[src/rtl/ifu_pkg.sv]
// Shared types and constants for the instruction fetch unit.
// Holds the fetch FSM state encoding and the PC alignment helper.
package ifu_pkg;

  localparam int INST_W = 32;
  localparam int PC_W   = 32;

  localparam logic [PC_W-1:0] DEFAULT_RESET_PC = 32'h8000_0000;

  typedef enum logic [1:0] {
    IDLE = 2'd0,
    ADDR = 2'd1,
    DATA = 2'd2,
    HOLD = 2'd3
  } ifu_state_e;

  // Instructions are word aligned; low address bits are always forced to zero.
  function automatic logic [PC_W-1:0] align_pc(input logic [PC_W-1:0] a);
    return a & ~PC_W'(3);
  endfunction

endpackage

[src/rtl/ifu_pc_gen.sv]
// Program counter, pending-kill flag and latched redirect target.
// The fetch FSM drives one-cycle strobes; this block decides the next pc.
module ifu_pc_gen
  import ifu_pkg::*;
#(
  parameter logic [PC_W-1:0] RESET_PC = DEFAULT_RESET_PC
) (
  input  logic            aclk,
  input  logic            aresetn,
  input  logic            inc_en,
  input  logic            redir_load,
  input  logic            kill_set,
  input  logic            kill_take,
  input  logic [PC_W-1:0] redirect_pc,
  output logic [PC_W-1:0] pc,
  output logic            kill_pending
);

  logic [PC_W-1:0] kill_tgt;
  logic [PC_W-1:0] pc_next;
  logic [PC_W-1:0] tgt_next;
  logic            kill_next;

  // A direct redirect overrides a pending kill target; a newer kill target
  // simply overwrites the older one so only one beat is ever discarded.
  always_comb begin
    pc_next   = pc;
    tgt_next  = kill_tgt;
    kill_next = kill_pending;
    if (redir_load) begin
      pc_next   = align_pc(redirect_pc);
      kill_next = 1'b0;
    end else if (kill_take) begin
      pc_next   = kill_tgt;
      kill_next = 1'b0;
    end else if (inc_en) begin
      pc_next = pc + PC_W'(4);
    end
    if (kill_set) begin
      tgt_next  = align_pc(redirect_pc);
      kill_next = 1'b1;
    end
  end

  always_ff @(posedge aclk or negedge aresetn) begin
    if (!aresetn) begin
      pc           <= align_pc(RESET_PC);
      kill_tgt     <= '0;
      kill_pending <= 1'b0;
    end else begin
      pc           <= pc_next;
      kill_tgt     <= tgt_next;
      kill_pending <= kill_next;
    end
  end

endmodule

[src/rtl/ifu_fetch_master.sv]
// AXI4-Lite read master that fetches one instruction at a time and hands it
// to the decode stage over a valid/ready pair, honouring EXU redirects.
//
// Handshakes: a transfer occurs on any rising edge where valid && ready.
// valid, once raised, stays high with its payload stable until the transfer;
// ready may change freely. inst_valid is the exception: a redirect withdraws it.
module ifu_fetch_master
  import ifu_pkg::*;
#(
  parameter logic [PC_W-1:0] RESET_PC = DEFAULT_RESET_PC
) (
  input  logic              aclk,
  input  logic              aresetn,
  output logic              arvalid,
  input  logic              arready,
  output logic [PC_W-1:0]   araddr,
  input  logic              rvalid,
  output logic              rready,
  input  logic [INST_W-1:0] rdata,
  input  logic [1:0]        rresp,
  output logic              inst_valid,
  input  logic              inst_ready,
  output logic [INST_W-1:0] inst,
  output logic [PC_W-1:0]   inst_pc,
  output logic              inst_err,
  input  logic              redirect_valid,
  input  logic [PC_W-1:0]   redirect_pc,
  output logic [1:0]        dbg_state
);

  ifu_state_e      state;
  logic [PC_W-1:0] pc;
  logic            kill_pending;
  logic            inc_en;
  logic            redir_load;
  logic            kill_set;
  logic            kill_take;
  logic            beat;

  assign beat      = rvalid && rready;
  assign araddr    = pc;
  assign dbg_state = state;

  // pc is never loaded while in ADDR, which keeps araddr stable on the bus.
  always_comb begin
    inc_en     = 1'b0;
    redir_load = 1'b0;
    kill_set   = 1'b0;
    kill_take  = 1'b0;
    case (state)
      IDLE: redir_load = redirect_valid;
      ADDR: kill_set = redirect_valid;
      DATA: begin
        if (beat) begin
          if (redirect_valid) redir_load = 1'b1;
          else if (kill_pending) kill_take = 1'b1;
        end else begin
          kill_set = redirect_valid;
        end
      end
      HOLD: begin
        redir_load = redirect_valid;
        inc_en     = inst_ready && !redirect_valid;
      end
      default: ;
    endcase
  end

  ifu_pc_gen #(
    .RESET_PC(RESET_PC)
  ) u_pc_gen (
    .aclk        (aclk),
    .aresetn     (aresetn),
    .inc_en      (inc_en),
    .redir_load  (redir_load),
    .kill_set    (kill_set),
    .kill_take   (kill_take),
    .redirect_pc (redirect_pc),
    .pc          (pc),
    .kill_pending(kill_pending)
  );

  always_ff @(posedge aclk or negedge aresetn) begin
    if (!aresetn) begin
      state      <= IDLE;
      arvalid    <= 1'b0;
      rready     <= 1'b0;
      inst_valid <= 1'b0;
      inst       <= '0;
      inst_pc    <= '0;
      inst_err   <= 1'b0;
    end else begin
      case (state)
        IDLE: begin
          state   <= ADDR;
          arvalid <= 1'b1;
        end
        ADDR: begin
          if (arready) begin
            state   <= DATA;
            arvalid <= 1'b0;
            rready  <= 1'b1;
          end
        end
        DATA: begin
          // A beat that raced with, or follows, a redirect is dropped here.
          if (rvalid) begin
            rready <= 1'b0;
            if (redirect_valid || kill_pending) begin
              state   <= ADDR;
              arvalid <= 1'b1;
            end else begin
              state      <= HOLD;
              inst_valid <= 1'b1;
              inst       <= rdata;
              inst_pc    <= pc;
              inst_err   <= (rresp != 2'b00);
            end
          end
        end
        HOLD: begin
          if (redirect_valid || inst_ready) begin
            state      <= ADDR;
            inst_valid <= 1'b0;
            arvalid    <= 1'b1;
          end
        end
        default: begin
          state      <= IDLE;
          arvalid    <= 1'b0;
          rready     <= 1'b0;
          inst_valid <= 1'b0;
        end
      endcase
    end
  end

endmodule

[config.mk]
export PLATFORM = sky130hd
export DESIGN_NAME = ifu_fetch_master
export DESIGN_NICKNAME = d
export VERILOG_FILES = /design/src/rtl/ifu_pkg.sv /design/src/rtl/ifu_pc_gen.sv /design/src/rtl/ifu_fetch_master.sv
export SDC_FILE = /design/constraint.sdc
export NUM_CORES = 1
export LEC_CHECK = 0
export BUFFER_PORTS_ARGS = -buffer_cell sky130_fd_sc_hd__buf_4
export CORE_MARGIN = 4
export CORE_UTILIZATION = 53
export DETAILED_ROUTE_END_ITERATION = 8
export GPL_ROUTABILITY_DRIVEN = 0
export PLACE_DENSITY = 0.77
export SYNTH_ARGS = -nofsm -noshare
export SYNTH_HDL_FRONTEND = slang
export SYNTH_HIERARCHICAL = 1
export SYNTH_SLANG_ARGS = --single-unit
[constraint.sdc]
create_clock -name aclk -period 2.65 [get_ports aclk]
set_input_delay 0.1325 -clock aclk [delete_from_list [all_inputs] [get_ports aclk]]
set_output_delay 0.1325 -clock aclk [all_outputs]
set_load 0.02 [all_outputs]
==> qor.txt <==
Post-synth top area share -> 50.68%
Most common cell on crit path -> a221oi_1
Inserted Clock Buffers -> 17
I/O Pins -> 174
CP bufs+invs -> 3
Overall Power -> 9.718 mW
Worst slew pin tran -> 0.8271 ns
Number of global-route vias before repair -> 5,443
# port buffers -> 169
Core area -> 11,610 µm²
Tmin final -> 2.438 ns
Die Wd -> 118.1 µm
CP max stage cell -> dfrtp_1
Via Count -> 5,213
Syn avg cell area -> 12.25 µm²
Synth warn -> 6
Fin nets -> 843
CP top delay family -> simple AND/OR/NAND/NOR gates
Fillers -> 728
Clock skew -> 0.003727 ns
Max-slew violations -> 0
Root Driver -> clkbuf_16
Final period utilization -> 91.99%
Cells after synthesis -> 524
DIE HEIGHT -> 118.1 µm
Synthesis-stage register bit count -> 131
Peak VDD IR -> 0.0006352 V
Max transition margin -> 44.65%
NetSw -> 3.602 mW
Hold Vio Cnt, Final -> 0
First-pass GRT wire length -> 28.61 mm
Total track usage -> 25.42%
Outcome -> finished clean
Initial DRC Count -> 445
Worst Setup Start Kind -> flop
Highest Clock Rate -> 0.4102 GHz
Dominant cells by area after synthesis -> dfrtp_1, mux2_2, mux2_4, a21oi_1, nand2_1
Die Footprint -> 13,940 µm²
Proportion of layout cells with a drive suffix above 1 -> 41.70%
Diodes inserted -> 0
Async set or reset register ratio after synthesis -> 100.0%
TritonCTS clock tree -> done
Largest net degree at the start of global routing -> 65
CP Data Arrival Time -> 2.75 ns
Critical path capture point type -> flop
Max_cap viols -> 0
Type of the worst setup path -> flop to flop
Cells along the critical path -> inv_1, ha_1, nand3_1, nor3b_4, clkinvlp_4, buf_4, nor2_1, a221oi_1, a221oi_1
PnR worst setup slack -> 0.2121 ns
Total wire length -> 17.31 mm
Routed len/inst -> 18.81 µm
Syn-to-layout area delta -> 39.92%
Post-synth top flop -> dfrtp_1
Switching part of the total -> 37.07%
DRC viols -> 0
Cell taking the most area after synthesis -> dfrtp_1
Register area share after synthesis -> 51.09%
Longest Clk Path Bufs -> 2
Comb pwr share -> 42.5%
Clk pwr share -> 20.5%
CTS clk-pin slew, worst paths -> 0.05 ns
Rows -> 39
Crit Path Max Fanout -> 7
Via density -> 5.666
Total grt overflow -> 0
Leak Pwr -> 4.212 nW
Yosys cell types -> 59
P_int -> 6.116 mW
Setup violations, final -> 0
Num Clock Sinks -> 131
Worst path max stage delay -> 0.43 ns
RSZ-0062 raised after global routing -> no
Synth Cell Area -> 6419 µm²
DRT Pass-1 Iters -> 5
Critical path required time -> 2.96 ns
Worst-Skew Late Latency -> 0.41 ns
Cell Pwr Density -> 1082 nW/µm²
Initial Util -> 55.27%
H-tree lvl count -> 4
Hpwl dp -> 11.18 mm
Initial antenna violation count -> 0
Hold crit path type -> primary input to flop
Setup TNS Final -> 0 ns
Post-DRT Antenna Nets -> 0
Post-synth EDFFs -> 0
Pre-CTS setup slack -> 0.2159 ns
Share of power burned in registers -> 37.0%
==> cell usage after synthesis, types with 5 or more instances <==
cell	n
dfrtp_1	130
mux2_2	61
mux2_4	38
a21oi_1	37
nand2_1	33
nor2_1	22
nor3_1	17
nand3_1	16
xnor2_1	12
clkbuf_1	11
xor2_1	11
nand4_1	10
inv_1	9
nor3b_1	9
o21ai_0	9
a31oi_1	7
and3_1	6
ha_1	6
a221o_1	5
buf_1	5
buf_12	5
o22ai_1	5
==> final cells by class <==
class,count,area (µm²),share of cell area (%)
multi-input combinational,354,2898,32.27
inverter,9,37.54,0.4179
clock buffer,24,461.7,5.141
sequential,131,3279,36.51
tap,143,178.9,1.992
timing repair buffer,252,2091,23.28
clock inverter,7,35.03,0.3901
==> worst register-to-register path, delay by kind of cell (launching register included) <==
kind / cells / cell delay (ns)
AO/OA/AOI/OAI: 2 / 0.42
adder cells (fa/ha/maj): 1 / 0.27
buffers and inverters: 3 / 0.45
flip-flops: 1 / 0.43
AND/OR/NAND/NOR: 3 / 0.76
==> worst paths after layout <==
check	start	end	slack, ns	cells past startpoint
worst max-delay path	dbg_state[0]	u_pc_gen/pc[13]	0.21	9
worst min-delay path	rresp[0]	inst_err	0.005	3
worst max register to register	dbg_state[0]	u_pc_gen/pc[13]	0.21	9
worst min register to register	u_pc_gen/kill_tgt[15]	u_pc_gen/kill_tgt[15]	0.50	1
max in group asynchronous	aresetn	inst_pc[8]	1.62	3
min in group asynchronous	aresetn	inst_pc[0]	0.28	2
==> metrics by stage <==
stage / cells / utilization, % / cell area, µm² / hold slack, ns
floorplan: 525 / - / 6422 / -0.1631
global placement: 823 / 67.35 / 7821 / 0.1587
detailed placement: 823 / 67.35 / 7821 / 0.1608
CTS: 917 / 77.05 / 8949 / 0.0008763
global route: 920 / 77.33 / 8981 / 0.02685
finish: 920 / 77.33 / 8981 / 0.005020
==> sequential cells by signal, summed over array words and instances (netlist names) <==
name	count
arvalid	1
dbg_state	2
inst	32
inst_err	1
inst_pc	32
inst_valid	1
rready	1
u_pc_gen/kill_pending	1
u_pc_gen/kill_tgt	30
u_pc_gen/pc	30
==> power groups by stage <==
stage          Combinational, mW  Clock (mW)  Sequential, mW
3_5_place_dp                4.03           0            3.60
4_1_cts                     4.12        2.04            3.58
3_3_place_gp                3.91           0            3.55
2_1_floorplan               1.82           0            4.14
5_1_grt                     4.42        2.12            3.72
6_report                    4.13        2.00            3.59
==> metal layers <==
metal / vias up / track usage [%] / routed length, µm
li1: 2405 / - / -
met1: 2541 / 33.41 / 7281
met2: 240 / 40.03 / 8289
met3: 27 / 7.448 / 1383
met4: 0 / 9.524 / 354
met5: - / 0 / 0
==> logic make-up after synthesis <==
logic type	Yosys count	synth area share (%)
AND/OR/NAND/NOR	133	11.50
buffers and inverters	40	4.152
XOR/XNOR	23	3.138
AO/OA/AOI/OAI	90	9.143
adder cells (fa/ha/maj)	6	1.170
multiplexers	100	19.75
flip-flops	131	51.09
other	1	0.05842
==> layout by cell type (no fill, tap or decap), drive strengths merged, types with 5 or more instances in the layout <==
master | synthesis | routed
nor3b | 9 | 9
a21oi | 37 | 37
ha | 6 | 6
xor2 | 11 | 11
nor3 | 17 | 17
xnor2 | 12 | 12
buf | 20 | 189
a221o | 5 | 5
a31oi | 7 | 7
o21ai | 9 | 9
dlygate4sd3 | 0 | 63
nand2 | 33 | 33
nand4 | 11 | 11
clkbuf | 11 | 24
dfrtp | 130 | 130
nand3 | 17 | 17
nor2 | 22 | 22
nor4 | 5 | 5
and3 | 6 | 6
inv | 9 | 8
clkinv | 0 | 7
o22ai | 5 | 5
mux2 | 99 | 99
==> timing repair <==
item	4_1_cts	5_1_grt
setup endpoints to repair	0	1
buffers inserted	0	3
hold buffers	63	0
endpoints found under the hold margin	139	0
resized for setup	0	2
Note: power is estimated with default switching activity, not from simulation.
